File: config.mk
export PLATFORM = sky130hd
export DESIGN_NAME = seg7_decode
export DESIGN_NICKNAME = d
export VERILOG_FILES = /design/src/rtl/seg7_seq_checker_pkg.sv /design/src/rtl/seg7_seq_checker_decode.sv
export SDC_FILE = /design/constraint.sdc
export NUM_CORES = 1
export LEC_CHECK = 0
export CAP_MARGIN = 20
export CORE_AREA = 2 2 39 41
export DETAILED_ROUTE_END_ITERATION = 6
export DIE_AREA = 0 0 41 43
export DONT_BUFFER_PORTS = 1
export PLACE_DENSITY = 0.38
export REMOVE_ABC_BUFFERS = 1
export SYNTH_ARGS = -nofsm -noshare
export SYNTH_HDL_FRONTEND = slang
export SYNTH_SLANG_ARGS = --single-unit
export TNS_END_PERCENT = 30
File: constraint.sdc
create_clock -name vclk -period 2
set_input_delay 0.1 -clock vclk [all_inputs]
set_output_delay 0.1 -clock vclk [all_outputs]
set_load 0.02 [all_outputs]
File: src/rtl/seg7_seq_checker_pkg.sv
// Shared constants for the seven-segment staircase checker: segment codes,
// FSM state encoding and the run-length wrap limit.
package seg7_seq_checker_pkg;

    localparam logic [3:0] WRAP_LIMIT = 4'd9;

    // Active-low segment codes, bit order {g,f,e,d,c,b,a}
    localparam logic [6:0] SEG_0 = 7'b1000000;
    localparam logic [6:0] SEG_1 = 7'b1111001;
    localparam logic [6:0] SEG_2 = 7'b0100100;
    localparam logic [6:0] SEG_3 = 7'b0110000;
    localparam logic [6:0] SEG_4 = 7'b0011001;
    localparam logic [6:0] SEG_5 = 7'b0010010;
    localparam logic [6:0] SEG_6 = 7'b0000010;
    localparam logic [6:0] SEG_7 = 7'b1111000;
    localparam logic [6:0] SEG_8 = 7'b0000000;
    localparam logic [6:0] SEG_9 = 7'b0010000;

    typedef enum logic [1:0] {
        ST_HUNT  = 2'd0,
        ST_LEARN = 2'd1,
        ST_TRACK = 2'd2
    } state_e;

    // Run maximum after t: t+1, folding anything past the limit back to 1
    function automatic logic [3:0] next_run_len(input logic [3:0] t);
        return (t >= WRAP_LIMIT) ? 4'd1 : t + 4'd1;
    endfunction

endpackage

File: src/rtl/seg7_seq_checker_decode.sv
// Combinational seven-segment decoder: maps a legal code to its digit and
// flags every other pattern as illegal (digit forced to 0).
module seg7_decode
    import seg7_seq_checker_pkg::*;
(
    input  logic [6:0] code_i,
    output logic [3:0] digit_o,
    output logic       legal_o
);

    always_comb begin
        digit_o = 4'd0;
        legal_o = 1'b1;
        case (code_i)
            SEG_0:   digit_o = 4'd0;
            SEG_1:   digit_o = 4'd1;
            SEG_2:   digit_o = 4'd2;
            SEG_3:   digit_o = 4'd3;
            SEG_4:   digit_o = 4'd4;
            SEG_5:   digit_o = 4'd5;
            SEG_6:   digit_o = 4'd6;
            SEG_7:   digit_o = 4'd7;
            SEG_8:   digit_o = 4'd8;
            SEG_9:   digit_o = 4'd9;
            default: legal_o = 1'b0;
        endcase
    end

endmodule

# Yosys cells after proc, flatten, opt, wreduce, memory -nomap -nowiden
# Cells that the tools add are included.
[op_classes] n_eq_ne=9 muxes=2 n_reduce_logical=2
[op_table] cell="$pmux 4 s9" count=1
[op_table] cell="$eq 7x5->1 const B" count=3
[op_table] cell="$eq 7x7->1 const B" count=3
[op_table] cell="$eq 7x6->1 const B" count=2
[op_table] cell="$reduce_or 10->1" count=1
[op_table] cell="$eq 7x2->1 const B" count=1
[op_table] cell="$logic_not 7->1" count=1
[op_table] cell="$mux 1" count=1
[totals] reg_bits=0 inputBits=7 out_inout_bits=5 wordCells=13

# Logic depth before layout (Yosys ltp)
[depth] word_depth=3 ltp_mapped=4 ltp_nobuf=3

# Least setup slack after synthesis
# No wires, ideal clock.
[synth_path] path_type="input to output" from="input port code_i[6]" to="output port digit_o[3]" arrival_time_ps=1230 slack_ps=670 stages=3 cell_sequence="buf_6 or3_4 nor4_1"
[synth_between] elab_chain_cells=2 word_cells_on_any_way=10 cone_classes="eq/ne (8); mux (1); reduce/logical (1)"
[synth_rtl] item="start, declared" line_no="seg7_seq_checker_decode.sv:6" rtl="input logic [6:0] code_i,"
[synth_rtl] item="$eq 7x5->1, or another cell as far along" line_no="seg7_seq_checker_decode.sv:14" rtl="case (code_i)"
[synth_rtl] item="$pmux 4 s9 *" line_no="seg7_seq_checker_decode.sv:14"
[synth_rtl] item="end, declared" line_no="seg7_seq_checker_decode.sv:7" rtl="output logic [3:0] digit_o,"
# Mark *: on every way between the ends. The rest lies on a longest branch, timed or not.

# Worst setup path in the final report
[layout_path] from="input port code_i[0]" to="output port digit_o[1]"
# The elaborated chain is that of the path after synthesis.

==> impl_metrics.json <==
{
  "diodes": 0,
  "antenna_found_initial": 0,
  "synth-compound-area-share_pct": 21.8,
  "drive_gt1_share_pct": 20.0,
  "port_buffers": 0,
  "global_route.usage.met1_pct": 8.23,
  "seq_area_um2": 0,
  "dieArea_um2": 1760,
  "grt-busiest-layer": "met2",
  "fin_crit_sh_pct": 60.5,
  "ys_seq_area_share_pct": 0,
  "hold_viol": 0,
  "hold_slack_ns": 0.352,
  "crit_end": "digit_o[1]",
  "startpoint": "code_i[0]",
  "grt_pass1_wl_um": 1010,
  "die_y_um": 43,
  "fillCellCount": 162,
  "worst_ep_arrival_time_ns": 1.11,
  "synth_fa_ha_area_share_pct": 0,
  "outcome": "finished clean",
  "initial_core_util_pct": 16.2,
  "ctsHoldBuffers": 0,
  "drc": 0,
  "path_buf_inv": 0,
  "ys_types": 22,
  "io_pins": 12,
  "synthSimpleGateAreaFrac_pct": 60.9,
  "dr.pass1.iters": 2,
  "synth_cells": 32,
  "ant_nets": 0,
  "first_iter_violations": 4,
  "place_area_um2": 225,
  "worst_ir_drop_vdd_uv": 22.1,
  "maxCapViolations": 0,
  "setup_violations": 0,
  "max_stage_delay_ns": 0.62,
  "hold_class": "in -> out",
  "start_kind": "input port",
  "end_kind": "output pin",
  "synth-xor-area-share_pct": 3.91,
  "ctsResizeCount": 0,
  "slew_headroom_pct": 53.2,
  "crit_type": "in -> out",
  "cp_num_cells": 2,
  "use_met3_pct": 2.09,
  "fp.dieW_um": 41,
  "p_leak_nw": 0.0903,
  "worst_slack_ns": 0.789,
  "finalNetCount": 39,
  "path_delay_family": "compound AO/OA/AOI/OAI gates",
  "power_density_nw_per_um2": 98.4,
  "finalSetupTns_ns": 0,
  "num_vias": 231,
  "area_delta_synth_final_pct": 0.559,
  "grt_usage_pct": 7.59,
  "viasPerCell": 5.02,
  "routedWlPerCell_um": 13.0,
  "seq_cell_count": 0,
  "crit_required_ns": 1.90,
  "path_cells": "or3_4 -> o31ai_1",
  "synthMuxAreaShare_pct": 0,
  "nClkBuffers": 0,
  "grt_use_met2_pct": 14.4,
  "wl_um": 596,
  "cp_max_fo": 6,
  "dp_hpwl_um": 469,
  "grt_max_degree": 12,
  "design_area_um2": 225,
  "critPathSlowestCell": "o31ai_1",
  "cts_setup_buffers": 0,
  "period_needed_ns": 1.21,
  "worstMarginPinSlew_ns": 0.696,
  "syn_avg_cell_area_um2": 7.00,
  "syn-cell-area_um2": 224,
  "drv_slew": 0,
  "synth_top_family_by_area": "simple AND/OR/NAND/NOR gates",
  "grt_pass1_vias": 224,
  "coreArea_um2": 1380,
  "ys_warn_count": 0,
  "fmax_mhz": 826,
  "rsz0062_at_grt": "no",
  "std_cell_rows": 14,
  "globalRouteOverflowTotal": 0,
  "place_congestion": 0.704,
  "place_ws_ns": 0.776
}
==> stage by stage <==
step | power (W) | instances | utilization, %
floorplan | 0.0000203 | 29 | -
global placement | 0.0000224 | 46 | 16.3
detailed placement | 0.0000223 | 46 | 16.3
CTS | 0.0000224 | 46 | 16.3
global route | 0.0000245 | 46 | 16.3
finish | 0.0000222 | 46 | 16.3
==> routing by layer <==
layer  part of all wire (%)  wire length, um
met1                     40              239
met2                     52              311
met3                    7.6               45
met4                      0                0
met5                      0                0
==> logic make-up after synthesis <==
group,after synthesis
AND/OR/NAND/NOR,20
buffers and inverters,4
AO/OA/AOI/OAI,7
XOR/XNOR,1
==> area by class of cell <==
type | instances | area, um2 | area share [%]
inverter | 1 | 3.75 | 1.67
multi-input combinational | 28 | 194 | 86.1
tap | 16 | 20.0 | 8.89
timing repair buffer | 1 | 7.51 | 3.33
==> layout by cell type, fill, tap and decap left out, drive strengths merged <==
cell    n
xnor2   1
and4bb  1
o31ai   2
buf     1
or3     1
inv     1
nor4b   1
nor3b   2
a21oi   2
nor4bb  1
and2    1
nand3   4
and3b   2
nand2   1
nor4    1
o211a   1
nor2    2
o21ai   2
nor3    3
==> how the worst min path moves through the flow <==
| stage | slack [ns] | start | to | cells past startpoint |
|---|---|---|---|---|
| 2_1_floorplan | 0.28 | code_i[2] | digit_o[3] | 1 |
| 3_3_place_gp | 0.35 | code_i[4] | digit_o[1] | 1 |
| 3_5_place_dp | 0.36 | code_i[4] | digit_o[1] | 1 |
| 4_1_cts | 0.36 | code_i[4] | digit_o[1] | 1 |
| 5_1_grt | 0.37 | code_i[4] | digit_o[1] | 1 |
| 6_report | 0.35 | code_i[4] | digit_o[1] | 1 |
==> cell usage after synthesis (all sizes together) <==
cell type | n | area (um2)
nor3 | 3 | 15.0
and4bb | 1 | 12.5
or3 | 1 | 11.3
nor4bb | 1 | 10.0
and3b | 2 | 18.8
and2 | 1 | 7.51
xnor2 | 1 | 8.76
o21ai | 2 | 10.0
inv | 1 | 3.75
a21oi | 2 | 13.8
nor4b | 1 | 8.76
o31ai | 2 | 15.0
nand3 | 4 | 20.0
nor4 | 1 | 6.26
buf | 3 | 26.3
nand2 | 1 | 3.75
nor3b | 2 | 15.0
o211a | 1 | 10.0
nor2 | 2 | 7.51
==> report_power, final <==
| group | switching (W) | total [W] | internal (W) |
|---|---|---|---|
| logic | 0.00000986 | 0.0000222 | 0.0000123 |
| registers | 0 | 0 | 0 |
| clock network | 0 | 0 | 0 |
(Power assumes the default switching activity.)
